### config.mk
export PLATFORM = sky130hd
export DESIGN_NAME = sprite_compositor_flat
export DESIGN_NICKNAME = d
export VERILOG_FILES = /design/src/rtl/sprite_compositor_pkg.sv /design/src/rtl/sprite_compositor_if.sv /design/src/rtl/sprite_compositor_channel.sv /design/src/rtl/sprite_compositor.sv /design/src/flat_wrapper.sv
export SDC_FILE = /design/constraint.sdc
export NUM_CORES = 1
export LEC_CHECK = 0
export ABC_AREA = 1
export BUFFER_PORTS_ARGS = -buffer_cell sky130_fd_sc_hd__buf_2
export CAP_MARGIN = 5
export CORE_UTILIZATION = 40
export CTS_CLUSTER_SIZE = 10
export DETAILED_ROUTE_END_ITERATION = 7
export GPL_TIMING_DRIVEN = 0
export MAX_ROUTING_LAYER = met4
export PLACE_DENSITY_LB_ADDON = 0.05
export SETUP_SLACK_MARGIN = 0.4
export SKIP_CTS_REPAIR_TIMING = 1
export SYNTH_ARGS = -nofsm -noshare
export SYNTH_HDL_FRONTEND = slang
export SYNTH_SLANG_ARGS = --single-unit
### constraint.sdc
create_clock -name clk -period 6.9 [get_ports clk]
set_input_delay 0.345 -clock clk [delete_from_list [all_inputs] [get_ports clk]]
set_output_delay 0.345 -clock clk [all_outputs]
set_load 0.03 [all_outputs]
### src/rtl/sprite_compositor_pkg.sv
// sprite_compositor_pkg: screen constants, default colours and packed coordinate slicing
package sprite_compositor_pkg;
    localparam int SCREEN_W = 640;
    localparam int SCREEN_H = 480;
    localparam int MAX_SPRITES = 32;
    localparam logic [11:0] COLOR_WHITE = 12'hfff;
    localparam logic [11:0] COLOR_BLACK = 12'h000;
    function automatic logic [9:0] coord10(input logic [10*MAX_SPRITES-1:0] v, input int i);
        return v[10*i +: 10];
    endfunction
endpackage

### src/rtl/sprite_compositor_if.sv
// sprite_compositor_if: timing, sprite-state, ROM and colour signals of the compositor
interface sprite_compositor_if #(
    parameter int NUM_SPRITES = 4,
    parameter int ADDR_W = 14
);
    localparam int ID_W = NUM_SPRITES > 1 ? $clog2(NUM_SPRITES) : 1;
    logic                          pix_en;
    logic                          frame_start;
    logic [9:0]                    x;
    logic [8:0]                    y;
    logic                          active;
    logic [NUM_SPRITES*10-1:0]     spr_x;
    logic [NUM_SPRITES*10-1:0]     spr_y;
    logic [NUM_SPRITES-1:0]        spr_en;
    logic [NUM_SPRITES*2-1:0]      spr_frame;
    logic [NUM_SPRITES*ADDR_W-1:0] rom_addr;
    logic [NUM_SPRITES-1:0]        rom_data;
    logic                          bg_data;
    logic [11:0]                   color_out;
    logic [ID_W-1:0]               hit_id;
    logic                          hit_valid;
    logic [NUM_SPRITES-1:0]        collision_mask;
    logic                          collide_pulse;
    modport master (
        output pix_en, frame_start, x, y, active, spr_x, spr_y, spr_en, spr_frame, rom_data, bg_data,
        input  rom_addr, color_out, hit_id, hit_valid, collision_mask, collide_pulse
    );
    modport slave (
        input  pix_en, frame_start, x, y, active, spr_x, spr_y, spr_en, spr_frame, rom_data, bg_data,
        output rom_addr, color_out, hit_id, hit_valid, collision_mask, collide_pulse
    );
endinterface

### src/rtl/sprite_compositor_channel.sv
// sprite_channel: per-sprite shadow state, box test and ROM address generation
module sprite_channel
    import sprite_compositor_pkg::*;
#(
    parameter int SPR_W = 60,
    parameter int SPR_H = 60,
    parameter int NUM_FRAMES = 4,
    parameter int ADDR_W = 14
) (
    input  logic              clk,
    input  logic              reset,
    input  logic              pix_en_i,
    input  logic              frame_start_i,
    input  logic [9:0]        x_i,
    input  logic [8:0]        y_i,
    input  logic [9:0]        spr_x_i,
    input  logic [9:0]        spr_y_i,
    input  logic              spr_en_i,
    input  logic [1:0]        spr_frame_i,
    output logic [ADDR_W-1:0] rom_addr_o,
    output logic              in_box_o
);
    localparam int FRAME_SZ = SPR_W * SPR_H;
    logic [9:0]        sx_q, sy_q;
    logic              en_q, in_box_q, in_box_d;
    logic [1:0]        fr_q, fr_eff;
    logic [10:0]       dx, dy;
    logic [ADDR_W-1:0] addr_q, addr_d;
    always_ff @(posedge clk) begin
        if (reset) begin
            sx_q <= '0;
            sy_q <= '0;
            en_q <= 1'b0;
            fr_q <= '0;
            addr_q <= '0;
            in_box_q <= 1'b0;
        end else begin
            if (frame_start_i) begin
                sx_q <= spr_x_i;
                sy_q <= spr_y_i;
                en_q <= spr_en_i;
                fr_q <= spr_frame_i;
            end
            if (pix_en_i) begin
                addr_q <= addr_d;
                in_box_q <= in_box_d;
            end
        end
    end
    // 11-bit offsets: a pixel left of or above the box wraps to a value far beyond the box size
    always_comb begin
        dx = {1'b0, x_i} - {1'b0, sx_q};
        dy = {2'b0, y_i} - {1'b0, sy_q};
        in_box_d = en_q & (dx < 11'(SPR_W)) & (dy < 11'(SPR_H));
        fr_eff = int'(fr_q) < NUM_FRAMES ? fr_q : 2'd0;
        addr_d = in_box_d ? ADDR_W'(32'(fr_eff) * FRAME_SZ + 32'(dy) * SPR_W + 32'(dx)) : '0;
    end
    assign rom_addr_o = addr_q;
    assign in_box_o = in_box_q;
endmodule

### src/rtl/sprite_compositor.sv
// sprite_compositor: N-sprite scanline compositor with priority, colour mux and frame collision flags
module sprite_compositor
    import sprite_compositor_pkg::*;
#(
    parameter int          NUM_SPRITES = 4,
    parameter int          SPR_W = 60,
    parameter int          SPR_H = 60,
    parameter int          NUM_FRAMES = 4,
    parameter int          ADDR_W = 14,
    parameter logic [11:0] FG_COLOR = 12'h000
) (
    input logic               clk,
    input logic               reset,
    sprite_compositor_if.slave bus
);
    localparam int ID_W = NUM_SPRITES > 1 ? $clog2(NUM_SPRITES) : 1;
    logic [10*MAX_SPRITES-1:0]     sx_ext, sy_ext;
    logic [NUM_SPRITES*ADDR_W-1:0] rom_addr;
    logic [NUM_SPRITES-1:0]        in_box_q, opaque, overlap, acc_q, acc_d, mask_q;
    logic                          active_q, hit_valid_q, pulse_q;
    logic [ID_W-1:0]               hit_id_q, hit_id_d;
    logic [11:0]                   color_q, color_d;
    assign sx_ext = (10*MAX_SPRITES)'(bus.spr_x);
    assign sy_ext = (10*MAX_SPRITES)'(bus.spr_y);
    for (genvar i = 0; i < NUM_SPRITES; i++) begin : g_ch
        sprite_channel #(
            .SPR_W(SPR_W), .SPR_H(SPR_H), .NUM_FRAMES(NUM_FRAMES), .ADDR_W(ADDR_W)
        ) u_ch (
            .clk(clk),
            .reset(reset),
            .pix_en_i(bus.pix_en),
            .frame_start_i(bus.frame_start),
            .x_i(bus.x),
            .y_i(bus.y),
            .spr_x_i(coord10(sx_ext, i)),
            .spr_y_i(coord10(sy_ext, i)),
            .spr_en_i(bus.spr_en[i]),
            .spr_frame_i(bus.spr_frame[2*i +: 2]),
            .rom_addr_o(rom_addr[ADDR_W*i +: ADDR_W]),
            .in_box_o(in_box_q[i])
        );
    end
    // A pixel overlapping with frame_start lands in the freshly cleared accumulator
    always_comb begin
        opaque = in_box_q & bus.rom_data;
        overlap = (opaque & (opaque - NUM_SPRITES'(1))) != '0 ? opaque : '0;
        hit_id_d = '0;
        for (int i = NUM_SPRITES - 1; i >= 0; i--)
            if (opaque[i]) hit_id_d = ID_W'(i);
        color_d = !active_q ? COLOR_BLACK : |opaque ? FG_COLOR : bus.bg_data ? COLOR_BLACK : COLOR_WHITE;
        acc_d = (bus.frame_start ? '0 : acc_q) | (bus.pix_en ? overlap : '0);
    end
    always_ff @(posedge clk) begin
        if (reset) begin
            active_q <= 1'b0;
            hit_id_q <= '0;
            hit_valid_q <= 1'b0;
            color_q <= '0;
            acc_q <= '0;
            mask_q <= '0;
            pulse_q <= 1'b0;
        end else begin
            if (bus.pix_en) begin
                active_q <= bus.active;
                hit_id_q <= hit_id_d;
                hit_valid_q <= |opaque;
                color_q <= color_d;
            end
            if (bus.frame_start) mask_q <= acc_q;
            acc_q <= acc_d;
            pulse_q <= bus.frame_start & |acc_q;
        end
    end
    assign bus.rom_addr = rom_addr;
    assign bus.color_out = color_q;
    assign bus.hit_id = hit_id_q;
    assign bus.hit_valid = hit_valid_q;
    assign bus.collision_mask = mask_q;
    assign bus.collide_pulse = pulse_q;
endmodule

### src/flat_wrapper.sv
// flat-port wrapper written by rule: the top's interface ports become plain ports
module sprite_compositor_flat import sprite_compositor_pkg::*;
#(
    parameter int          NUM_SPRITES = 4,
    parameter int          SPR_W = 60,
    parameter int          SPR_H = 60,
    parameter int          NUM_FRAMES = 4,
    parameter int          ADDR_W = 14,
    parameter logic [11:0] FG_COLOR = 12'h000
)
  (clk, reset, bus_pix_en, bus_frame_start, bus_x, bus_y, bus_active, bus_spr_x, bus_spr_y, bus_spr_en, bus_spr_frame, bus_rom_data, bus_bg_data, bus_rom_addr, bus_color_out, bus_hit_id, bus_hit_valid, bus_collision_mask, bus_collide_pulse);
  sprite_compositor_if #(.NUM_SPRITES(NUM_SPRITES), .ADDR_W(ADDR_W)) bus_i ();
  input logic clk;
  input logic reset;
  input wire logic [$bits(bus_i.pix_en)-1:0] bus_pix_en;
  input wire logic [$bits(bus_i.frame_start)-1:0] bus_frame_start;
  input wire logic [$bits(bus_i.x)-1:0] bus_x;
  input wire logic [$bits(bus_i.y)-1:0] bus_y;
  input wire logic [$bits(bus_i.active)-1:0] bus_active;
  input wire logic [$bits(bus_i.spr_x)-1:0] bus_spr_x;
  input wire logic [$bits(bus_i.spr_y)-1:0] bus_spr_y;
  input wire logic [$bits(bus_i.spr_en)-1:0] bus_spr_en;
  input wire logic [$bits(bus_i.spr_frame)-1:0] bus_spr_frame;
  input wire logic [$bits(bus_i.rom_data)-1:0] bus_rom_data;
  input wire logic [$bits(bus_i.bg_data)-1:0] bus_bg_data;
  output wire logic [$bits(bus_i.rom_addr)-1:0] bus_rom_addr;
  output wire logic [$bits(bus_i.color_out)-1:0] bus_color_out;
  output wire logic [$bits(bus_i.hit_id)-1:0] bus_hit_id;
  output wire logic [$bits(bus_i.hit_valid)-1:0] bus_hit_valid;
  output wire logic [$bits(bus_i.collision_mask)-1:0] bus_collision_mask;
  output wire logic [$bits(bus_i.collide_pulse)-1:0] bus_collide_pulse;
  assign bus_i.pix_en = bus_pix_en;
  assign bus_i.frame_start = bus_frame_start;
  assign bus_i.x = bus_x;
  assign bus_i.y = bus_y;
  assign bus_i.active = bus_active;
  assign bus_i.spr_x = bus_spr_x;
  assign bus_i.spr_y = bus_spr_y;
  assign bus_i.spr_en = bus_spr_en;
  assign bus_i.spr_frame = bus_spr_frame;
  assign bus_i.rom_data = bus_rom_data;
  assign bus_i.bg_data = bus_bg_data;
  assign bus_rom_addr = bus_i.rom_addr;
  assign bus_color_out = bus_i.color_out;
  assign bus_hit_id = bus_i.hit_id;
  assign bus_hit_valid = bus_i.hit_valid;
  assign bus_collision_mask = bus_i.collision_mask;
  assign bus_collide_pulse = bus_i.collide_pulse;
  sprite_compositor #(.NUM_SPRITES(NUM_SPRITES), .SPR_W(SPR_W), .SPR_H(SPR_H), .NUM_FRAMES(NUM_FRAMES), .ADDR_W(ADDR_W), .FG_COLOR(FG_COLOR)) u_core (.clk(clk), .reset(reset), .bus(bus_i));
endmodule
# Word-level counts from Yosys, hierarchy flattened

Index checks and enable logic that the tools add are counted.

Flip-flop bits (word level): 177
Output and inout bits: 76
Bits of input ports: 121
Logic and storage cells: 93

Magnitude comparators: 8
Bitwise operators: 12
$add $sub $neg: 17
Multiply operators: 8
Mux-type cells: 14
Reduce and logical (&&, ||, !) cells: 3

Operators by type and width:

| operator                                                     | count |
|---|---|
| less-than comparator 11 x 6 -> 1 bit (second input constant) | 8 |
| adder 14 x 11 -> 14 bit                                      | 4 |
| adder 14 bit                                                 | 4 |
| two-way mux 14 bit                                           | 4 |
| multiplier 11 x 4 -> 12 bit (second input constant)          | 4 |
| subtractor 10 x 10 -> 11 bit                                 | 4 |
| subtractor 9 x 10 -> 11 bit                                  | 4 |
| multiplier 2 x 8 -> 10 bit (second input constant)           | 4 |
| two-way mux 12 bit                                           | 3 |
| two-way mux 4 bit                                            | 3 |
| bitwise AND 1 bit                                            | 9 |
| bitwise AND 4 bit                                            | 2 |
| two-way mux 2 bit                                            | 4 |
| OR reduction 4 bit                                           | 2 |
| OR 4 bit                                                     | 1 |
| nonzero test 4 bit                                           | 1 |
| subtractor 4 x 1 -> 4 bit (second input constant)            | 1 |

# Longest topological paths before layout

Gate-level depths: netlist (run 1).

Depth in word-level cells: 7
Mapped depth: 33
Depth with buffers taken out: 33

# By module

A second synthesis (run 1) with hierarchy kept.

Cell total of the unflattened synthesis: 2512
Area, all modules: 17232.8 sq um

By module, submodules not included:

| module                                   | times used | cells each | area an instance (sq um) | sequential area each (sq um) |
|---|---|---|---|---|
| sprite_channel (u_core.g_ch[2].u_ch ...) | 2          | 602        | 4095.2                   | 760.7 |
| sprite_channel (u_core.g_ch[1].u_ch)     | 1          | 604        | 4266.6                   | 760.7 |
| sprite_channel (u_core.g_ch[0].u_ch)     | 1          | 615        | 4125.2                   | 760.7 |
| sprite_compositor                        | 1          | 89         | 650.6                    | 280.3 |

# Worst setup path after synthesis (run 1)

Ideal clock, no wire load.

Path kind: input to register
Start: in bus_y[0]
End: reg u_core.g_ch[0].u_ch.addr_q[13]
Required time: 6.768 ns
Stages: 27
Buffers on the path: 0
Library setup time: 0.132 ns
Arrival: 5.470 ns
Path slack: 1.298 ns
Path through: inv_1 -> ha_1 -> inv_1 -> fa_1 -> xor2_1 -> inv_1 -> fa_1 -> inv_1 -> fa_1 -> fa_1 -> a21oi_1 -> o21bai_1 -> a21oi_1 -> o21ai_0 -> xor2_1 -> fa_1 -> inv_1 -> ha_1 -> nand2_1 -> nor3_1 -> nand3_1 -> nand4_1 -> nand3b_1 -> nand2_1 -> nand3b_1 -> nand3_1 -> a21oi_1

Word-level cells in the longest chain between the ends: 5

Ends and longest elaborated chain:

| item                          | line                            | RTL |
|---|---|---|
| start: declaration            | flat_wrapper.sv:18              | `input wire logic [$bits(bus_i.y)-1:0] bus_y;` |
| subtractor 9 x 10 -> 11 bit * | sprite_compositor_channel.sv:53 | `dy = {2'b0, y_i} - {1'b0, sy_q};` |
| multiplier 11 x 4 -> 12 bit   | sprite_compositor_channel.sv:56 | `addr_d = in_box_d ? ADDR_W'(32'(fr_eff) * FRAME_SZ + 32'(dy) * SPR_W + 32'(dx)) : '0;` |
| adder 14 bit                  | sprite_compositor_channel.sv:56 |  |
| adder 14 x 11 -> 14 bit       | sprite_compositor_channel.sv:56 |  |
| two-way mux 14 bit *          | sprite_compositor_channel.sv:56 |  |
| end signal: assignment        | sprite_compositor_channel.sv:45 | `addr_q <= addr_d;` |
| end: declaration              | sprite_compositor_channel.sv:28 | `logic [ADDR_W-1:0] addr_q, addr_d;` |

Mark *: on every way between the ends. The rest lies on a longest branch, timed or not.
A chain may end at the register's enable or synchronous reset.

# Worst setup path in the final report (run 1)

Ends and elaborated chain as after synthesis.

==> results of run 1 <==
## routing by layer
metal	wire, um	vias up
met2	24400	298
met3	2910	48
met5	0	-
met1	23600	7252
met4	966	0
li1	-	8145
## cell type report
| type | instances | area [um2] |
|---|---|---|
| antenna | 10 | 25.0 |
| buffer | 64 | 312 |
| clock buffer | 18 | 439 |
| clock inverter | 14 | 134 |
| fill | 4414 | 22000 |
| inverter | 458 | 1720 |
| multi-input combinational | 1715 | 11500 |
| sequential | 166 | 3320 |
| tap | 532 | 666 |
| timing repair buffer | 196 | 981 |
## registers in the layout, indices dropped and copies added (netlist names)
signal                       flops
u_core.bus.hit_valid             1
u_core.bus.collide_pulse         1
u_core.acc_q                     4
u_core.g_ch.u_ch.in_box_o        4
u_core.active_q                  1
u_core.g_ch.u_ch.rom_addr_o     56
u_core.g_ch.u_ch.en_q            4
u_core.bus.hit_id                2
u_core.g_ch.u_ch.sx_q           40
u_core.g_ch.u_ch.fr_eff          8
u_core.bus.collision_mask        4
u_core.bus.color_out             1
u_core.g_ch.u_ch.sy_q           40
## layout by cell type (no fill, tap or decap), drive strengths merged
cell / n
o31ai: 4
o21a: 4
dfxtp: 166
nor2: 134
ha: 224
nor4: 1
nand2: 478
a21o: 9
fa: 72
diode: 10
and3: 1
a31oi: 9
nand3: 137
o21bai: 14
clkinvlp: 3
a211oi: 1
nand3b: 26
a21oi: 270
clkinv: 5
o2111ai: 1
nand4: 37
or2: 16
inv: 464
clkbuf: 64
xor2: 87
o31a: 1
and2: 4
nor3: 24
a21boi: 2
buf: 214
xnor2: 24
o21ai: 131
o211ai: 4
## path summary, 6_finish.rpt
kind / depth (start not counted) / startpoint / endpoint
setup / recovery: 28 / bus_y[0] / u_core.g_ch[0].u_ch.rom_addr_o[13]
hold / removal: 3 / bus_spr_x[10] / u_core.g_ch[1].u_ch.sx_q[0]
setup reg to reg: 26 / u_core.g_ch[0].u_ch.sy_q[0] / u_core.g_ch[0].u_ch.rom_addr_o[13]
hold reg to reg: 2 / u_core.g_ch[2].u_ch.rom_addr_o[7] / u_core.g_ch[2].u_ch.rom_addr_o[7]
## kinds of logic after synthesis
group | count (synthesis) | share of synthesized area
compound gates | 450 | 0.143
buf+inv | 522 | 0.121
fa+ha+maj | 296 | 0.252
flops | 166 | 0.198
xor+xnor | 111 | 0.0621
simple gates | 858 | 0.224
## tightest hold or removal path, delay by kind of cell
family / cells / cell delay [ns]
buf+inv: 1 / 0.07
simple gates: 2 / 0.11
## metrics by stage
stage | cell area [um2] | std cells | hold WS, ns
final | 19100 | 3173 | 0.108
after global routing | 19100 | 3172 | 0.103
after CTS | 19000 | 3163 | 0.0931
after detailed placement | 18500 | 3131 | 0.452
after global placement | 18500 | 3131 | 0.450
after floorplan | 16800 | 2403 | 0.437
==> results.yml, run 1 <==
critical_path:
  start_kind: "input port"
  crit_type: "input port to flop"
  critPathTopFamily: "adder cells"
  max_stage_delay_ns: 0.52
  required_ns: 7.23
  crit_buf_inv: 6
  cp_slowest_cell: "fa_1"
  crit_fanout: 8
  crit_arrival_ns: 6.48
  end_kind: "flop"
  ff2ff_setup_slack_ns: 0.83
clock_network:
  clock_latency_ns: 0.47
  clk_pin_slew_ns: 0.07
  cts_sinks: 166
  clock_path_buffers: 2
  clockRootBuffer: "clkbuf_16"
  cts_tree: "done"
  cts-htree-levels: 4
  cts_inserted_buffers: 17
grt:
  grt_pass1_vias: 15100
  gr-max-usage-layer: "met2"
  use_met2: 0.419
  gr-usage-all-layers: 0.250
  gr-total-overflow: 0
  grtUsageMet3: 0.0462
  grt_max_degree: 18
  antenna_found_initial: 11
  met1_usage: 0.311
  grt_pass1_wl_um: 80600
die:
  die_area_um2: 42900
  die_width_um: 207
  num_rows: 74
  io_pins: 197
  coreArea_um2: 41100
  dieHeight_um: 207
  start_util: 0.409
logic_synthesis:
  ys.flop_type: "dfxtp_1"
  synthCells: 2403
  seq_area_frac_synth: 0.198
  synth_nets: 2820
  synth.area.top_cells: "dfxtp_1, ha_1, nand2_1, inv_1, fa_1"
  synth-edff-count: 0
  syn_area_per_cell_um2: 7.00
  synth_largest_area_cell: "dfxtp_1"
  synth_cell_type_count: 47
  ys_top_cells_by_count: "nand2_1, inv_1, a21oi_1, ha_1, dfxtp_1"
  ys_async_sr_fraction: 0
  syn_area_um2: 16800
  yosys_register_bits: 166
  synth_top_area_frac: 0.198
  post-synth-top-count-cell: "nand2_1"
  yosysWarnings: 0
timing:
  fin_crit_sh: 0.891
  finalCriticalPeriod_ns: 6.15
  skew_ns: 0.0119
  setup-violations-final: 0
  fin_tns_setup_ns: 0
  fmax_ghz: 0.163
  layout_setup_ws_ns: 0.750
  rsz0062_at_grt: "yes"
  report.final.hold_viol_count: 0
  tightest_slew_ns: 1.17
  drv_slew: 0
  max-slew-margin-rel: 0.221
routing:
  drtIter0Drc: 833
  wire_per_inst_um: 16.3
  drc: 8
  route.vias.total: 15700
  firstDrtPassIters: 8
  antenna_violating_nets_post_route: 0
  vias_per_cell: 4.96
  finalWirelength_um: 51900
placement:
  port_buffers: 196
  dp_hpwl_um: 42800
  place_ws_ns: 0.0612
  gp_congestion: 0.910
flow_run:
  cap_violations: 0
outcome:
  status: "finished, violations left"
  violations: "DRC"
layout:
  post-route-util: 0.464
  area_delta_synth_final_pct: 13.4
  drive_gt1_frac: 0.117
  fin_nets: 3035
hold_path:
  min_path_type: "input port to flop"
Power of run 1 is not shown: default switching activity piles up to over one toggle a cycle in this logic, so the estimate is an artifact.
==> run 2, diff against run 1 <==
ABC_AREA = unset   (was 1)
clock period = 6.8 ns   (was 6.9 ns; I/O delays follow)
==> run 2 against run 1 <==
Effect of this change:
- die area decreased by 5.6%
- critical path type is now flop to flop
- critical path depth fell by 5
- the run now ends clean
- area after synthesis is 5.7% lower
- sequential share of layout area grew 0.81 points
==> results.yml, run 2 <==
logic_synthesis:
  synth_top_area_frac: 0.210
  yosysWarnings: 0
  ys_async_sr_fraction: 0
  ys.flop_type: "dfxtp_1"
  synth_nets: 2255
  seq_area_frac_synth: 0.210
  synth-edff-count: 0
  syn_area_um2: 15900
  post-synth-top-count-cell: "inv_1"
  yosys_register_bits: 166
  synth_largest_area_cell: "dfxtp_1"
  ys_top_cells_by_count: "inv_1, ha_1, nor2_1, dfxtp_1, xnor2_1"
  synthCells: 1838
  syn_area_per_cell_um2: 8.63
  synth_cell_type_count: 73
  synth.area.top_cells: "dfxtp_1, ha_1, fa_1, mux2i_1, inv_1"
timing:
  drv_slew: 0
  tightest_slew_ns: 1.08
  fin_crit_sh: 0.881
  finalCriticalPeriod_ns: 5.99
  setup-violations-final: 0
  skew_ns: 0.0114
  fin_tns_setup_ns: 0
  max-slew-margin-rel: 0.279
  fmax_ghz: 0.167
  rsz0062_at_grt: "yes"
  report.final.hold_viol_count: 0
placement:
  dp_hpwl_um: 36500
  gp_congestion: 0.841
  port_buffers: 193
  post_dp_cell_area_um2: 17500
routing:
  route.vias.total: 12900
  antenna_violating_nets_post_route: 0
  drc: 0
  wire_per_inst_um: 17.1
  drtIter0Drc: 560
  finalWirelength_um: 44300
  vias_per_cell: 4.97
  firstDrtPassIters: 6
critical_path:
  start_kind: "flop"
  end_kind: "flop"
  crit_fanout: 6
  crit_arrival_ns: 6.33
  cp_slowest_cell: "fa_1"
  crit_type: "flop to flop"
  max_stage_delay_ns: 0.48
  path_cells: "ha_1 -> inv_1 -> fa_1 -> xnor2_2 -> fa_1 -> inv_1 -> fa_1 -> ha_1 -> a21o_1 -> a21oi_1 -> o21ai_1 -> nor2_1 -> xor2_1 -> fa_1 -> inv_1 -> ha_1 -> or2_2 -> a21oi_1 -> a21oi_1 -> a21o_1 -> a21oi_1 -> xnor3_1 -> a22o_1"
  required_ns: 7.14
die:
  die_area_um2: 40400
  start_util: 0.408
  num_rows: 72
  die_width_um: 201
  coreArea_um2: 38800
  io_pins: 197
  dieHeight_um: 201
layout:
  drive_gt1_frac: 0.144
  layout_commonest_cell: "inv_1"
  fin_area_um2: 18200
  area_delta_synth_final_pct: 15.0
  fin_nets: 2472
  largest_reg_flops: 56
  final_cell_mix: "inv_1, ha_1, buf_2, nor2_1, dfxtp_1"
  fill_cells: 3851
outcome:
  status: "completed"
grt:
  gr-usage-all-layers: 0.226
  grt_pass1_vias: 12400
  grt_pass1_wl_um: 68500
  grt_max_degree: 17
  gr-total-overflow: 0
  antenna_found_initial: 4
clock_network:
  clock_latency_ns: 0.44
  clockRootBuffer: "clkbuf_16"
  clock_path_buffers: 2
  clk_pin_slew_ns: 0.08
  cts-htree-levels: 4
  cts_sinks: 166
  cts_inserted_buffers: 17
  cts_tree: "done"
flow_run:
  cap_violations: 0
hold_path:
  min_path_type: "input port to flop"
-- run 2: changes by cell type after synthesis, moves of 26 or more --
cell / previous run / this run
o21ai_0: 126 / 55
a21oi_1: 259 / 108
a21o_1: 9 / 35
xor2_1: 82 / 38
xnor2_1: 21 / 111
nand3_1: 131 / 20
inv_1: 452 / 269
mux2i_1: 0 / 104
nand2_1: 468 / 63
nor2_1: 129 / 192
-- run 2: per-layer routing --
metal,vias up,wire (um),global-route usage
met3,37,1400,0.0291
met5,-,0,-
li1,6688,-,-
met4,0,1270,0.0733
met2,213,20200,0.361
met1,5938,21400,0.296
-- run 2: worst paths after layout --
path | depth (start not counted) | slack, ns | from | endpoint
worst min-delay path | 3 | 0.13 | bus_spr_en[0] | u_core.g_ch[0].u_ch.en_q
worst max-delay path | 23 | 0.81 | u_core.g_ch[0].u_ch.sy_q[0] | u_core.g_ch[0].u_ch.rom_addr_o[13]
worst max register to register | 23 | 0.81 | u_core.g_ch[0].u_ch.sy_q[0] | u_core.g_ch[0].u_ch.rom_addr_o[13]
worst min register to register | 2 | 0.46 | u_core.g_ch[2].u_ch.rom_addr_o[10] | u_core.g_ch[2].u_ch.rom_addr_o[10]
-- run 2: final cells by class --
| cell class | count | area (um2) | share of cell area |
|---|---|---|---|
| multi-input combinational | 1346 | 11400 | 0.623 |
| clock buffer | 21 | 450 | 0.0247 |
| clock inverter | 10 | 145 | 0.00796 |
| tap | 518 | 648 | 0.0356 |
| inverter | 269 | 1010 | 0.0556 |
| timing repair buffer | 198 | 1000 | 0.0551 |
| buffer | 57 | 272 | 0.0149 |
| antenna | 4 | 10.0 | 0.000549 |
| sequential | 166 | 3320 | 0.182 |
-- run 2: stage by stage --
stage / instances / utilization / worst slack [ns] / hold WS (ns)
floorplan: 1838 / - / 0.897 / 0.436
global placement: 2549 / 0.450 / 0.0354 / 0.434
detailed placement: 2549 / 0.450 / -0.0393 / 0.443
CTS: 2580 / 0.465 / 0.428 / 0.114
global route: 2589 / 0.469 / 0.398 / 0.127
finish: 2589 / 0.469 / 0.807 / 0.132
-- run 2: logic make-up after synthesis --
family	count (synthesis)	synth area share
muxes	107	0.0678
adders and majority gates	300	0.270
DFF	166	0.210
AOI/OAI and AO/OA	367	0.156
buffers and inverters	326	0.0807
xor gates and xnor gates	154	0.0886
and+or+nand+nor	418	0.128
-- run 2: worst max-delay path, delay by kind of cell, from the launching register on --
kind	cells	cell delay, ns
and+or+nand+nor	2	0.43
adders and majority gates	7	2.53
xor gates and xnor gates	3	1.02
DFF	1	0.36
AOI/OAI and AO/OA	8	1.34
buffers and inverters	3	0.21
Power of run 2 is left out for the same reason.
